[config.mk]
export PLATFORM = sky130hd
export DESIGN_NAME = stage_4
export DESIGN_NICKNAME = d
export VERILOG_FILES = /design/src/rtl/stage_4_pkg.sv /design/src/rtl/stage_4_mem_lane_align.sv /design/src/rtl/stage_4.sv
export SDC_FILE = /design/constraint.sdc
export NUM_CORES = 1
export LEC_CHECK = 0
export ABC_CLOCK_PERIOD_IN_PS = 1800
export BUFFER_PORTS_ARGS = -buffer_cell sky130_fd_sc_hd__buf_2
export CAP_MARGIN = 10
export CORE_ASPECT_RATIO = 2
export CORE_MARGIN = 5
export CORE_UTILIZATION = 49
export CTS_CLUSTER_SIZE = 10
export DETAILED_ROUTE_END_ITERATION = 7
export PLACE_DENSITY = 0.89
export SLEW_MARGIN = 20
export SYNTH_ARGS = -nofsm -noshare
export SYNTH_HDL_FRONTEND = slang
export SYNTH_SLANG_ARGS = --single-unit
[constraint.sdc]
create_clock -name clk -period 1.8 [get_ports clk]
set_input_delay 0.27 -clock clk [delete_from_list [all_inputs] [get_ports clk]]
set_output_delay 0.27 -clock clk [all_outputs]
set_load 0.01 [all_outputs]
[src/rtl/stage_4_pkg.sv]
// stage_4_pkg: shared constants for the memory-access stage.
//   - RV32I opcodes used to decide register-file write enables
//   - load/store func_3 width codes
//   - FSM state encoding
//   - writes_rd(): true for non-memory opcodes that produce a register result
package stage_4_pkg;

  localparam logic [6:0] OPC_LOAD   = 7'b0000011;
  localparam logic [6:0] OPC_STORE  = 7'b0100011;
  localparam logic [6:0] OPC_OPIMM  = 7'b0010011;
  localparam logic [6:0] OPC_OP     = 7'b0110011;
  localparam logic [6:0] OPC_JAL    = 7'b1101111;
  localparam logic [6:0] OPC_JALR   = 7'b1100111;
  localparam logic [6:0] OPC_LUI    = 7'b0110111;
  localparam logic [6:0] OPC_AUIPC  = 7'b0010111;
  localparam logic [6:0] OPC_BRANCH = 7'b1100011;

  localparam logic [2:0] F3_LB  = 3'd0;
  localparam logic [2:0] F3_LH  = 3'd1;
  localparam logic [2:0] F3_LW  = 3'd2;
  localparam logic [2:0] F3_LBU = 3'd4;
  localparam logic [2:0] F3_LHU = 3'd5;
  localparam logic [2:0] F3_SB  = 3'd0;
  localparam logic [2:0] F3_SH  = 3'd1;
  localparam logic [2:0] F3_SW  = 3'd2;

  typedef enum logic {
    S_IDLE   = 1'b0,
    S_ACCESS = 1'b1
  } state_e;

  function automatic logic writes_rd(input logic [6:0] opc);
    return (opc == OPC_OPIMM) || (opc == OPC_OP)  || (opc == OPC_JAL) ||
           (opc == OPC_JALR)  || (opc == OPC_LUI) || (opc == OPC_AUIPC);
  endfunction

endpackage

[src/rtl/stage_4_mem_lane_align.sv]
// mem_lane_align: purely combinational byte-lane steering.
//   st_*  : (is_store, func_3, off, rs_2) -> be_o, wdata_o for the request
//   ld_*  : (func_3, off, rdata)          -> ld_data_o, aligned and extended
// Halfword lanes always use off&2, so misaligned halves fall back to the
// naturally aligned halfword instead of straddling lanes.
module mem_lane_align
  import stage_4_pkg::*;
(
  input  logic        st_is_store_i,
  input  logic [2:0]  st_func3_i,
  input  logic [1:0]  st_off_i,
  input  logic [31:0] st_rs2_i,
  output logic [3:0]  be_o,
  output logic [31:0] wdata_o,
  input  logic [2:0]  ld_func3_i,
  input  logic [1:0]  ld_off_i,
  input  logic [31:0] ld_rdata_i,
  output logic [31:0] ld_data_o
);

  logic [31:0] sh_b, sh_h;

  always_comb begin
    be_o    = 4'b0000;
    wdata_o = 32'h0;
    case (st_func3_i)
      F3_SB: begin
        be_o    = 4'b0001 << st_off_i;
        wdata_o = {4{st_rs2_i[7:0]}};
      end
      F3_SH: begin
        be_o    = 4'b0011 << {st_off_i[1], 1'b0};
        wdata_o = {2{st_rs2_i[15:0]}};
      end
      F3_SW: begin
        be_o    = 4'b1111;
        wdata_o = st_rs2_i;
      end
      // Unsigned load widths share codes with illegal store widths; a store
      // with these codes still goes out, just with no lanes enabled.
      F3_LBU: if (!st_is_store_i) be_o = 4'b0001 << st_off_i;
      F3_LHU: if (!st_is_store_i) be_o = 4'b0011 << {st_off_i[1], 1'b0};
      default: ;
    endcase
  end

  assign sh_b = ld_rdata_i >> {ld_off_i, 3'b000};
  assign sh_h = ld_rdata_i >> {ld_off_i[1], 4'b0000};

  always_comb begin
    ld_data_o = 32'h0;
    case (ld_func3_i)
      F3_LB:   ld_data_o = {{24{sh_b[7]}}, sh_b[7:0]};
      F3_LH:   ld_data_o = {{16{sh_h[15]}}, sh_h[15:0]};
      F3_LW:   ld_data_o = ld_rdata_i;
      F3_LBU:  ld_data_o = {24'h0, sh_b[7:0]};
      F3_LHU:  ld_data_o = {16'h0, sh_h[15:0]};
      default: ld_data_o = 32'h0;
    endcase
  end

endmodule

[src/rtl/stage_4.sv]
// stage_4: memory-access stage of the RV32I pipeline.
//   Non-memory ops retire to writeback one cycle after acceptance.
//   Memory ops raise a request/acknowledge dmem access (IDLE -> ACCESS),
//   stall upstream while in ACCESS and retire on the dmem_ack edge.
// Ports: clk, rst_n (async low); i_* execute-stage inputs; o_stall;
//   dmem_* data-memory port; wb_* writeback outputs.
// Option MISALIGN_TRAP_EN: adds o_misaligned; misaligned LH/LHU/SH/LW/SW
//   skip the access and retire with wb_we=0 and a one-cycle o_misaligned.
module stage_4
  import stage_4_pkg::*;
#(
  parameter int ADDR_W = 32
) (
  input  logic              clk,
  input  logic              rst_n,
  input  logic              i_valid,
  input  logic [31:0]       i_alu_out,
  input  logic [31:0]       i_rs_2,
  input  logic [4:0]        i_rd_num,
  input  logic [6:0]        i_opcode,
  input  logic [2:0]        i_func_3,
  input  logic              i_op_type,
  output logic              o_stall,
`ifdef MISALIGN_TRAP_EN
  output logic              o_misaligned,
`endif
  output logic              dmem_req,
  output logic              dmem_we,
  output logic [ADDR_W-1:0] dmem_addr,
  output logic [3:0]        dmem_be,
  output logic [31:0]       dmem_wdata,
  input  logic              dmem_ack,
  input  logic [31:0]       dmem_rdata,
  output logic              wb_valid,
  output logic              wb_we,
  output logic [4:0]        wb_rd_num,
  output logic [31:0]       wb_data
);

  state_e            state_q, state_d;
  logic              req_q, req_d, we_q, we_d;
  logic [ADDR_W-1:0] addr_q, addr_d;
  logic [3:0]        be_q, be_d;
  logic [31:0]       wdata_q, wdata_d;
  logic [2:0]        f3_q, f3_d;
  logic [1:0]        off_q, off_d;
  logic [4:0]        rd_q, rd_d;
  logic              wbv_q, wbv_d, wbwe_q, wbwe_d;
  logic [4:0]        wbrd_q, wbrd_d;
  logic [31:0]       wbdata_q, wbdata_d;
  logic              mis_q, mis_d;

  logic              is_store, misaligned;
  logic [3:0]        st_be;
  logic [31:0]       st_wdata, ld_data;

  assign is_store = (i_opcode == OPC_STORE);

`ifdef MISALIGN_TRAP_EN
  // Halfword (LH/LHU/SH) needs off[0]=0; word needs off=0.
  assign misaligned = i_op_type &&
      ((((i_func_3 == F3_LH) || (i_func_3 == F3_LHU && !is_store)) && i_alu_out[0]) ||
       ((i_func_3 == F3_LW) && (i_alu_out[1:0] != 2'b00)));
  assign o_misaligned = mis_q;
`else
  assign misaligned = 1'b0;
`endif

  mem_lane_align u_align (
    .st_is_store_i (is_store),
    .st_func3_i    (i_func_3),
    .st_off_i      (i_alu_out[1:0]),
    .st_rs2_i      (i_rs_2),
    .be_o          (st_be),
    .wdata_o       (st_wdata),
    .ld_func3_i    (f3_q),
    .ld_off_i      (off_q),
    .ld_rdata_i    (dmem_rdata),
    .ld_data_o     (ld_data)
  );

  // State register
  always_ff @(posedge clk or negedge rst_n) begin
    if (!rst_n) state_q <= S_IDLE;
    else        state_q <= state_d;
  end

  // Next state
  always_comb begin
    state_d = state_q;
    case (state_q)
      S_IDLE:   if (i_valid && i_op_type && !misaligned) state_d = S_ACCESS;
      S_ACCESS: if (dmem_ack) state_d = S_IDLE;
      default:  state_d = S_IDLE;
    endcase
  end

  // Outputs / datapath next values
  always_comb begin
    req_d    = req_q;
    we_d     = we_q;
    addr_d   = addr_q;
    be_d     = be_q;
    wdata_d  = wdata_q;
    f3_d     = f3_q;
    off_d    = off_q;
    rd_d     = rd_q;
    wbv_d    = 1'b0;
    wbwe_d   = 1'b0;
    wbrd_d   = wbrd_q;
    wbdata_d = wbdata_q;
    mis_d    = 1'b0;
    case (state_q)
      S_IDLE: if (i_valid) begin
        if (!i_op_type) begin
          wbv_d    = 1'b1;
          wbwe_d   = (i_rd_num != 5'd0) && writes_rd(i_opcode);
          wbrd_d   = i_rd_num;
          wbdata_d = i_alu_out;
        end else if (misaligned) begin
          wbv_d    = 1'b1;
          wbrd_d   = i_rd_num;
          wbdata_d = 32'h0;
          mis_d    = 1'b1;
        end else begin
          req_d   = 1'b1;
          we_d    = is_store;
          addr_d  = {i_alu_out[ADDR_W-1:2], 2'b00};
          be_d    = st_be;
          wdata_d = st_wdata;
          f3_d    = i_func_3;
          off_d   = i_alu_out[1:0];
          rd_d    = i_rd_num;
        end
      end
      S_ACCESS: if (dmem_ack) begin
        req_d    = 1'b0;
        wbv_d    = 1'b1;
        wbrd_d   = rd_q;
        // we_q doubles as the latched "this is a store" flag
        wbwe_d   = !we_q && (rd_q != 5'd0);
        wbdata_d = we_q ? 32'h0 : ld_data;
      end
      default: ;
    endcase
  end

  always_ff @(posedge clk or negedge rst_n) begin
    if (!rst_n) begin
      req_q    <= 1'b0;
      we_q     <= 1'b0;
      addr_q   <= '0;
      be_q     <= 4'h0;
      wdata_q  <= 32'h0;
      f3_q     <= 3'h0;
      off_q    <= 2'h0;
      rd_q     <= 5'h0;
      wbv_q    <= 1'b0;
      wbwe_q   <= 1'b0;
      wbrd_q   <= 5'h0;
      wbdata_q <= 32'h0;
      mis_q    <= 1'b0;
    end else begin
      req_q    <= req_d;
      we_q     <= we_d;
      addr_q   <= addr_d;
      be_q     <= be_d;
      wdata_q  <= wdata_d;
      f3_q     <= f3_d;
      off_q    <= off_d;
      rd_q     <= rd_d;
      wbv_q    <= wbv_d;
      wbwe_q   <= wbwe_d;
      wbrd_q   <= wbrd_d;
      wbdata_q <= wbdata_d;
      mis_q    <= mis_d;
    end
  end

  assign o_stall    = (state_q == S_ACCESS);
  assign dmem_req   = req_q;
  assign dmem_we    = we_q;
  assign dmem_addr  = addr_q;
  assign dmem_be    = be_q;
  assign dmem_wdata = wdata_q;
  assign wb_valid   = wbv_q;
  assign wb_we      = wbwe_q;
  assign wb_rd_num  = wbrd_q;
  assign wb_data    = wbdata_q;

endmodule

==> results of run 1 <==
-- critical path, cell delays in order (launching register included) --
cell      delay [ns]
dfrtp_2         0.45
nand3b_1        0.28
buf_4           0.20
buf_4           0.22
buf_4           0.24
nand2_1         0.10
o21ai_0         0.10
-- where the power goes --
| group | internal [mW] | switching [mW] | total, mW |
|---|---|---|---|
| clock network | 2.10 | 1.17 | 3.27 |
| logic | 1.13 | 1.40 | 2.53 |
| registers | 3.21 | 0.379 | 3.59 |
-- registers in the layout (all words and copies together) (netlist names) --
name        cells
dmem_req        1
wb_we           1
o_stall         1
wb_valid        1
dmem_wdata     32
f3_q            3
rd_q            5
dmem_be         4
off_q           2
wb_data        32
dmem_we         1
dmem_addr      30
wb_rd_num       5
-- layout make-up --
type	count	share of cell area [%]
Clock buffer	23	6.14
Clock inverter	8	1.31
Inverter	17	0.837
Multi-Input combinational cell	356	31.5
Sequential cell	118	38.7
Tap cell	142	2.33
Timing Repair Buffer	259	19.2
-- per-stage QoR --
stage / util [%] / setup TNS (ns) / total power [mW] / cells / worst slack (ns)
2_1_floorplan: - / 0 / 4.87 / 530 / 0.161
3_3_place_gp: 62.6 / 0 / 6.01 / 889 / 0.0269
3_5_place_dp: 62.6 / -0.00783 / 6.13 / 889 / -0.00783
4_1_cts: 67.8 / 0 / 9.41 / 921 / 0.0574
5_1_grt: 68.0 / -0.00176 / 9.80 / 923 / -0.00176
6_report: 68.0 / 0 / 9.39 / 923 / 0.0659
-- metal layers --
| layer | wire length [um] | vias to the layer above | part of all wire, % | GRT usage [%] |
|---|---|---|---|---|
| met3 | 1550 | 106 | 7.8 | 6.47 |
| met5 | 11 | - | 0.056 | 0 |
| met2 | 10600 | 355 | 53 | 51.1 |
| met4 | 1500 | 2 | 7.6 | 22.0 |
| met1 | 6150 | 2625 | 31 | 27.9 |
| li1 | - | 2440 | - | - |
-- Yosys cell counts (2+ instances only) --
master and number:
a211o_1 3, a21o_1 7, a21oi_1 66, a221o_1 4, a221oi_1 13, a222oi_1 13
a22o_1 19, and2_1 2, and3_1 7, and3b_1 2, buf_1 5, buf_2 15
buf_4 4, clkbuf_1 15, dfrtp_1 118, inv_1 16, mux2_2 33, mux2i_1 16
nand2_1 49, nand3_1 2, nand3b_1 2, nor2_1 27, nor2b_1 4, nor3b_1 2
nor3b_4 2, o211ai_1 2, o21ai_0 40, o21ai_1 5, o22ai_1 13, or4_1 2
-- final timing paths --
path	depth (start not counted)	to	start	slack, ns
worst min-delay path	2	o_stall$_DFF_PN0_	dmem_ack	0.06
min in group asynchronous	2	dmem_addr[29]$_DFFE_PN0P_	rst_n	0.37
worst min register to register	2	dmem_wdata[31]$_DFFE_PN0P_	dmem_wdata[31]$_DFFE_PN0P_	0.48
max in group asynchronous	3	dmem_addr[31]$_DFFE_PN0P_	rst_n	0.79
worst max-delay path	6	dmem_addr[21]$_DFFE_PN0P_	o_stall$_DFF_PN0_	0.07
worst max register to register	6	dmem_addr[21]$_DFFE_PN0P_	o_stall$_DFF_PN0_	0.07
-- what timing repair did --
action,in CTS,in global routing
setup endpoints to repair,1,19
cloned,0,1
pin swaps,0,0
hold endpoints to repair,34,0
hold buffers,1,0
buffers inserted,0,1
gates resized for setup,1,5
-- kinds of logic after synthesis --
family                 after synthesis  synth area share, %
AO/OA/AOI/OAI                      194                 22.9
flip-flops                         118                 52.9
AND/OR/NAND/NOR                    110                 9.78
buffers and inverters               56                 4.37
multiplexers                        50                 9.94
other                                1               0.0672
==> results by group, run 1 <==
Critical path
  – Critical path class: reg -> reg
  – CP max FO: 23
  – Worst setup EP type: flop
  – Crit start category: flop
  – Critical Path RT: 2.08 ns
  – Arr. time, crit path: 2.01 ns

Place
  – Placed cell area: 0.00702 sq mm
  – # port buffers: 223
  – GPL Wtd Cong: 1.04
  – Hpwl dp: 15,600 um

Floorplan
  – Initial Util: 49.7%
  – CORE AREA: 0.0112 sq mm
  – Top-level I/O count: 226
  – Die Ht: 161 um
  – Rows: 55
  – Die Footprint: 0.0137 sq mm
  – Die X: 85.4 um

Power and ir drop
  – P_leak: 3.89 nW
  – Max IR drop VDD: 0.758 mV
  – Power Density: 1230 mW/mm^2

STA
  – Fin. Hold Viols: 0
  – Slew margin rel.: 64.7%
  – Layout Skew: 0.00757 ns
  – Max Fclk: 577 MHz
  – Min Hold Slack: 0.0645 ns
  – Tcrit/Tclk final: 96.3%
  – # setup viols final: 0
  – Final Critical Period: 1.73 ns
  – Slew @ Worst Pin: 0.529 ns
  – Slew Viols, Final: 0

Route
  – Total number of vias: 5,528
  – 1st-iter DRT viols: 437
  – # DRC: 0
  – Post-route ant nets: 0
  – Detailed-route wire length: 19,800 um
  – TritonRoute pass-1 iters: 8
  – Wire per inst: 21.4 um
  – Vias/cell: 5.99

Synth
  – #FFs+latches synth: 118
  – Main flop type after synthesis: dfrtp_1
  – Share of the synthesized area in the top cell type: 52.9%
  – Cells after synthesis: 529
  – Post-Syn Area: 0.00558 sq mm
  – Synth area leaders: dfrtp_1, mux2_2, a21oi_1
  – Async SR Flop Fraction: 100%
  – EDFF count, synth: 0
  – Cell taking the most area after synthesis: dfrtp_1
  – Register area share after synthesis: 52.9%
  – Synth cell types: 51
  – Yosys warns: 0
  – Avg Inst Size Synth: 10.5 sq um

Clocking
  – CTS Buf Count: 17
  – Worst skew pair latency: 0.41 ns
  – H-tree depth: 4
  – Clk slew on worst S/H paths: 0.06 ns
  – TritonCTS clock tree: yes
  – CTS Buffer Depth: 2
  – Clk root buf: clkbuf_16
  – Clock sinks: 118

Flow run
  – Maxcap violations: 0

Finish
  – Most frequent cells in the layout: buf_2, dfrtp_1, a21oi_1, nand2_1, o21ai_0
  – Most common cell after layout, fill and taps aside: buf_2
  – Nets: 885
  – Finished Cell Area: 0.00763 sq mm
  – # fillers: 873
  – Register area: 0.00295 sq mm
  – Number of diodes: 0
  – Area occupied by multi-input gates: 0.00240 sq mm
  – Layout cells sized above 1: 42.6%
  – Area Overhead vs Synth: 36.7%

Hold path
  – Worst hold-check path type: in -> reg

GRT
  – GR Util All Layers: 28.8%
  – Grt ovf: 0
  – First-pass GRT wire length: 30,400 um
  – Antenna violations before repair: 1
  – Largest net degree at the start of global routing: 48
  – Vias in the first global route: 5,912

Run status
  – Status: finished clean
Note: power is estimated with default switching activity, not from simulation.
==> inputs of run 2 (changes only) <==
- RECOVER_POWER: not set -> 50
==> run 2 against run 1 <==
Effect of this change:
- worst setup slack got worse by 0.027 ns
- non-clock buffer count unchanged
- clock skew is 0.00073 ns higher
- sequential share of layout area rose by 0.40 points
- fmax shrank 1.5%
- via count about the same
- clock power barely moved
- die area unchanged
- clock-buffer cell count unchanged
- cell count unchanged
- power shrank 0.71%
- sequential cell count unchanged
==> results by group, run 2 (same netlist as run 1, synthesis figures left out) <==
Hold path
  – Hold Path Origin: dmem_ack
  – Worst hold-check path type: in -> reg
  – Hold EP: o_stall$_DFF_PN0_
  – WHS Path Cells: 2

Route
  – Wire per inst: 21.4 um
  – Post-route ant nets: 0
  – TritonRoute pass-1 iters: 6
  – Total number of vias: 5,533
  – 1st-iter DRT viols: 474
  – Detailed-route wire length: 19,700 um
  – Vias/cell: 5.99
  – # DRC: 0

Power and ir drop
  – Max IR drop VDD: 0.765 mV
  – Net Sw Power: 2.96 mW
  – Clock Power Share: 35.0%
  – Logic pwr share: 26.4%
  – P_int: 6.36 mW
  – Power Density: 1230 mW/mm^2
  – Sequential power share: 38.5%
  – P_leak: 3.72 nW
  – Sw Ratio: 31.7%

Critical path
  – Worst r2r src: off_q[1]$_DFFE_PN0P_
  – Critical Path RT: 2.06 ns
  – Crit start category: flop
  – FF-to-FF End: wb_data[7]$_DFFE_PN0P_
  – Critical path class: reg -> reg
  – Worst setup EP type: flop
  – Arr. time, crit path: 2.02 ns
  – Reg2reg path depth: 3
  – Worst reg-to-reg setup slack: 0.04 ns
  – CP startpoint: off_q[1]$_DFFE_PN0P_
  – CP max FO: 2

GRT
  – Vias in the first global route: 5,912
  – Grt ovf: 0
  – Largest net degree at the start of global routing: 48
  – GR Util All Layers: 28.8%
  – Antenna violations before repair: 1
  – First-pass GRT wire length: 30,400 um

Place
  – # port buffers: 223
  – Hpwl dp: 15,600 um
  – GPL Wtd Cong: 1.04
  – Pre-CTS WS: -0.00783 ns

STA
  – Min Hold Slack: 0.0675 ns
  – Tcrit/Tclk final: 97.8%
  – Slew Viols, Final: 0
  – # setup viols final: 0
  – Max Fclk: 568 MHz
  – Setup TNS Final: 0 ns
  – Final worst setup slack: 0.0391 ns
  – Fin. Hold Viols: 0
  – Slew margin rel.: 35.3%
  – Slew @ Worst Pin: 0.970 ns
  – Final Critical Period: 1.76 ns
  – Layout Skew: 0.00829 ns

Floorplan
  – Die Ht: 161 um
  – Top-level I/O count: 226
  – CORE AREA: 0.0112 sq mm
  – Rows: 55
  – Initial Util: 49.7%
  – Die Footprint: 0.0137 sq mm
  – Die X: 85.4 um

Finish
  – Nets: 885
  – # fillers: 906
  – Most frequent cells in the layout: buf_2, dfrtp_1, a21oi_1, clkbuf_1, nand2_1
  – Layout cells sized above 1: 35.9%
  – Util after Layout: 67.3%
  – Area occupied by multi-input gates: 0.00240 sq mm
  – Most common cell after layout, fill and taps aside: buf_2
  – Area Overhead vs Synth: 35.3%
  – Number of diodes: 0
  – Register area: 0.00295 sq mm

Clocking
  – CTS Buf Count: 17
  – Clock sinks: 118
  – Worst skew pair latency: 0.41 ns
  – H-tree depth: 4
  – CTS Buffer Depth: 2
  – Clk root buf: clkbuf_16
  – TritonCTS clock tree: yes
  – Clk slew on worst S/H paths: 0.05 ns

Run status
  – Status: finished clean

Flow run
  – Maxcap violations: 0
==> run 2: worst max path at each step <==
stage | endpoint | cells past startpoint | slack (ns)
2_1_floorplan | wb_data[10]$_DFFE_PN0P_ | 4 | 0.16
3_3_place_gp | wb_data[4]$_DFFE_PN0P_ | 5 | 0.03
3_5_place_dp | wb_data[4]$_DFFE_PN0P_ | 5 | -0.008
4_1_cts | wb_data[7]$_DFFE_PN0P_ | 3 | 0.06
5_1_grt | dmem_addr[22]$_DFFE_PN0P_ | 5 | -0.002
6_report | wb_data[7]$_DFFE_PN0P_ | 3 | 0.04
==> run 2: through the flow <==
step,area [sq um],power [mW],std cells
2_1_floorplan,5580,4.87,530
3_3_place_gp,7020,6.01,889
3_5_place_dp,7020,6.13,889
4_1_cts,7600,9.41,921
5_1_grt,7550,9.73,923
6_report,7550,9.32,923
==> run 2: critical path, stage by stage, from the launching register on <==
cell and delay [ns]:
dfrtp_1 0.36, mux4_2 0.52, a221oi_1 0.54, o211ai_1 0.19
==> run 2: area by class of cell <==
cell class	count	area share, %
Clock inverter	8	1.33
Timing Repair Buffer	259	18.4
Inverter	17	0.845
Sequential cell	118	39.1
Multi-Input combinational cell	356	31.8
Tap cell	142	2.35
Clock buffer	23	6.20
==> run 2: what timing repair did <==
item	4_1_cts	5_1_grt
setup endpoints to repair	1	19
setup buffers	0	1
endpoints found under the hold margin	34	0
gates resized for setup	1	5
cloned	0	1
hold buffers	1	0
==> run 2: routing by layer <==
metal / GRT usage, % / routed length (um) / vias up
met3: 6.47 / 1590 / 93
met4: 22.0 / 1420 / 2
met1: 27.9 / 6140 / 2618
met5: 0 / 7 / -
li1: - / - / 2438
met2: 51.1 / 10600 / 382
==> run 2: power by group through the flow <==
stage | Combinational, mW | Sequential [mW] | Clock (mW)
floorplan | 1.09 | 3.77 | 0
global placement | 2.44 | 3.57 | 0
detailed placement | 2.51 | 3.61 | 0
CTS | 2.53 | 3.58 | 3.30
global route | 2.66 | 3.66 | 3.42
finish | 2.46 | 3.59 | 3.27
==> inputs of run 3 (changes only) <==
- ABC_AREA: not set -> 1
- BUFFER_PORTS_ARGS: -buffer_cell sky130_fd_sc_hd__buf_2 -> not set
- DONT_BUFFER_PORTS: not set -> 1
- PLACE_DENSITY: 0.89 -> 0.72
==> run 3 against run 2 <==
Effect of this change:
- the flow now finishes with violations (negative hold slack)
- die area rose by 5.7%
- wire length fell by 6.1%
- sequential power rose by 7.5%
- clock skew fell by 0.0011 ns
- non-clock buffer count fell by 203
- first-iteration DRC count fell by 18%
- combinational power fell by 38%
- area after synthesis rose by 6.3%
- clock power rose by 6%
- highest routed layer is now met4
==> results by group, run 3 <==
Run status
  – Status: finished with violations
  – Failing checks: negative hold slack

Finish
  – Area Overhead vs Synth: 19.3%
  – Register area: 0.00295 sq mm
  – # fillers: 1,105
  – Layout cells sized above 1: 8.63%
  – Finished Cell Area: 0.00707 sq mm
  – Most frequent cells in the layout: nand2_1, dfrtp_1, o21ai_0, a21oi_1, nor2_1
  – Number of diodes: 0
  – Most common cell after layout, fill and taps aside: nand2_1
  – Area occupied by multi-input gates: 0.00262 sq mm
  – Nets: 938

Critical path
  – Worst setup EP type: flop
  – Arr. time, crit path: 1.92 ns
  – Crit start category: flop
  – Critical Path RT: 2.12 ns
  – Worst r2r src: o_stall$_DFF_PN0_
  – CP startpoint: o_stall$_DFF_PN0_
  – Critical path class: reg -> reg
  – CP max FO: 14

Route
  – 1st-iter DRT viols: 391
  – Total number of vias: 5,441
  – Vias/cell: 5.55
  – # DRC: 0
  – TritonRoute pass-1 iters: 6
  – Wire per inst: 18.9 um
  – Detailed-route wire length: 18,500 um
  – Post-route ant nets: 0

Synth
  – Cells after synthesis: 789
  – EDFF count, synth: 0
  – Count leader, synth: nand2_1
  – Main flop type after synthesis: dfrtp_1
  – Share of the synthesized area in the top cell type: 49.8%
  – Yosys warns: 0
  – #FFs+latches synth: 118
  – Async SR Flop Fraction: 100%
  – Synth top cells by count: nand2_1, dfrtp_1, o21ai_0
  – Register area share after synthesis: 49.8%
  – Avg Inst Size Synth: 7.51 sq um
  – Synth cell types: 32
  – Cell taking the most area after synthesis: dfrtp_1
  – Post-Syn Area: 0.00593 sq mm
  – Synth area leaders: dfrtp_1, nand2_1, o21ai_0

Hold path
  – Worst hold-check path type: in -> async

STA
  – Slew @ Worst Pin: 0.550 ns
  – Max Fclk: 627 MHz
  – Min Hold Slack: -0.444 ns
  – Setup TNS Final: 0 ns
  – Layout Skew: 0.00717 ns
  – Tcrit/Tclk final: 88.6%
  – Slew margin rel.: 63.3%
  – RSZ-0062 raised after global routing: no
  – # setup viols final: 0
  – Slew Viols, Final: 0
  – Final Critical Period: 1.60 ns
  – Fin. Hold Viols: 118

Clocking
  – Post-CTS setup buffers: 0
  – Clock sinks: 118
  – CTS Buf Count: 17
  – Clk root buf: clkbuf_16
  – Worst skew pair latency: 0.41 ns
  – Clk slew on worst S/H paths: 0.05 ns
  – CTS Buffer Depth: 2
  – TritonCTS clock tree: yes
  – H-tree depth: 4

Floorplan
  – Die Ht: 166 um
  – CORE AREA: 0.0120 sq mm
  – Initial Util: 49.5%
  – Rows: 57
  – Die X: 87.8 um
  – Top-level I/O count: 226
  – Die Footprint: 0.0145 sq mm

Power and ir drop
  – P_leak: 3.51 nW
  – Max IR drop VDD: 0.888 mV
  – Power Density: 1250 mW/mm^2

GRT
  – Grt ovf: 0
  – GR Util All Layers: 25.7%
  – Largest net degree at the start of global routing: 119
  – Vias in the first global route: 5,353
  – First-pass GRT wire length: 28,900 um
  – Antenna violations before repair: 0

Place
  – GPL Wtd Cong: 0.885
  – Hpwl dp: 13,100 um
  – Placed cell area: 0.00610 sq mm
  – # port buffers: 0

Flow run
  – Maxcap violations: 0
==> run 3: changes by cell type in the layout (fill, tap and decap cells not counted), sizes merged, moves of 33 or more <==
cell,previous run,this run
dlygate4sd3,1,37
clkbuf,77,23
nand3,2,41
mux2,33,0
buf,204,19
nand2,49,352
==> run 3: per-stage QoR <==
step / util (%) / instances / hold WS (ns) / setup slack, ns / total power, mW
finish: 59.0 / 981 / -0.444 / 0.205 / 8.84
global route: 59.0 / 981 / -0.462 / 0.0230 / 9.31
CTS: 58.9 / 980 / -0.458 / 0.175 / 8.89
detailed placement: 50.9 / 913 / -0.0227 / 0.167 / 5.35
global placement: 50.9 / 913 / -0.0219 / 0.228 / 5.28
floorplan: - / 790 / -0.0256 / 0.384 / 4.89
==> run 3: final cells by class <==
class	count	share of cell area, %
tap	147	2.60
clock buffer	23	6.76
timing repair buffer	56	8.14
inverter	36	1.91
clock inverter	8	1.72
multi-input combinational	593	37.1
sequential	118	41.8
==> run 3: cells by family after synthesis <==
logic type	count (synthesis)	synth area share, %
buffers and inverters	79	6.23
and+or+nand+nor	460	31.6
DFF	118	49.8
AOI/OAI and AO/OA	131	12.3
other	1	0.0633
==> run 3: what timing repair did <==
action,CTS,global route
endpoints found under the hold margin,154,119
hold buffers,36,1
gates resized for setup,0,0
==> run 3: final timing paths <==
check | to | slack [ns] | cells past startpoint
worst max-delay path | dmem_wdata[4]$_DFFE_PN0P_ | 0.20 | 4
worst min-delay path | dmem_addr[16]$_DFFE_PN0P_ | -0.44 | 0
worst max register to register | dmem_wdata[4]$_DFFE_PN0P_ | 0.20 | 4
worst min register to register | rd_q[0]$_DFFE_PN0P_ | 0.51 | 2
max in group asynchronous | dmem_wdata[6]$_DFFE_PN0P_ | 2.10 | 0
min in group clk | f3_q[0]$_DFFE_PN0P_ | 0.01 | 2
==> run 3: metal layers <==
metal	global-route usage [%]	share of wire, %	vias to the layer above
li1	-	-	2592
met1	33.0	38	2538
met2	40.1	48	283
met3	10.1	12	28
met4	7.12	1.7	0
met5	0	0	-
==> run 3: worst max-delay path, cell delays in order (launching register included) <==
cell     delay [ns]
dfrtp_1        0.50
nor3_2         0.41
buf_4          0.29
o21ai_2        0.13
o21ai_0        0.17
==> run 3: power by group <==
part | internal (mW) | switching (mW) | leakage [nW]
clock | 2.28 | 1.18 | 0.293
sequential | 3.18 | 0.683 | 1.46
combinational | 0.613 | 0.909 | 1.76
total | 6.07 | 2.78 | 3.51
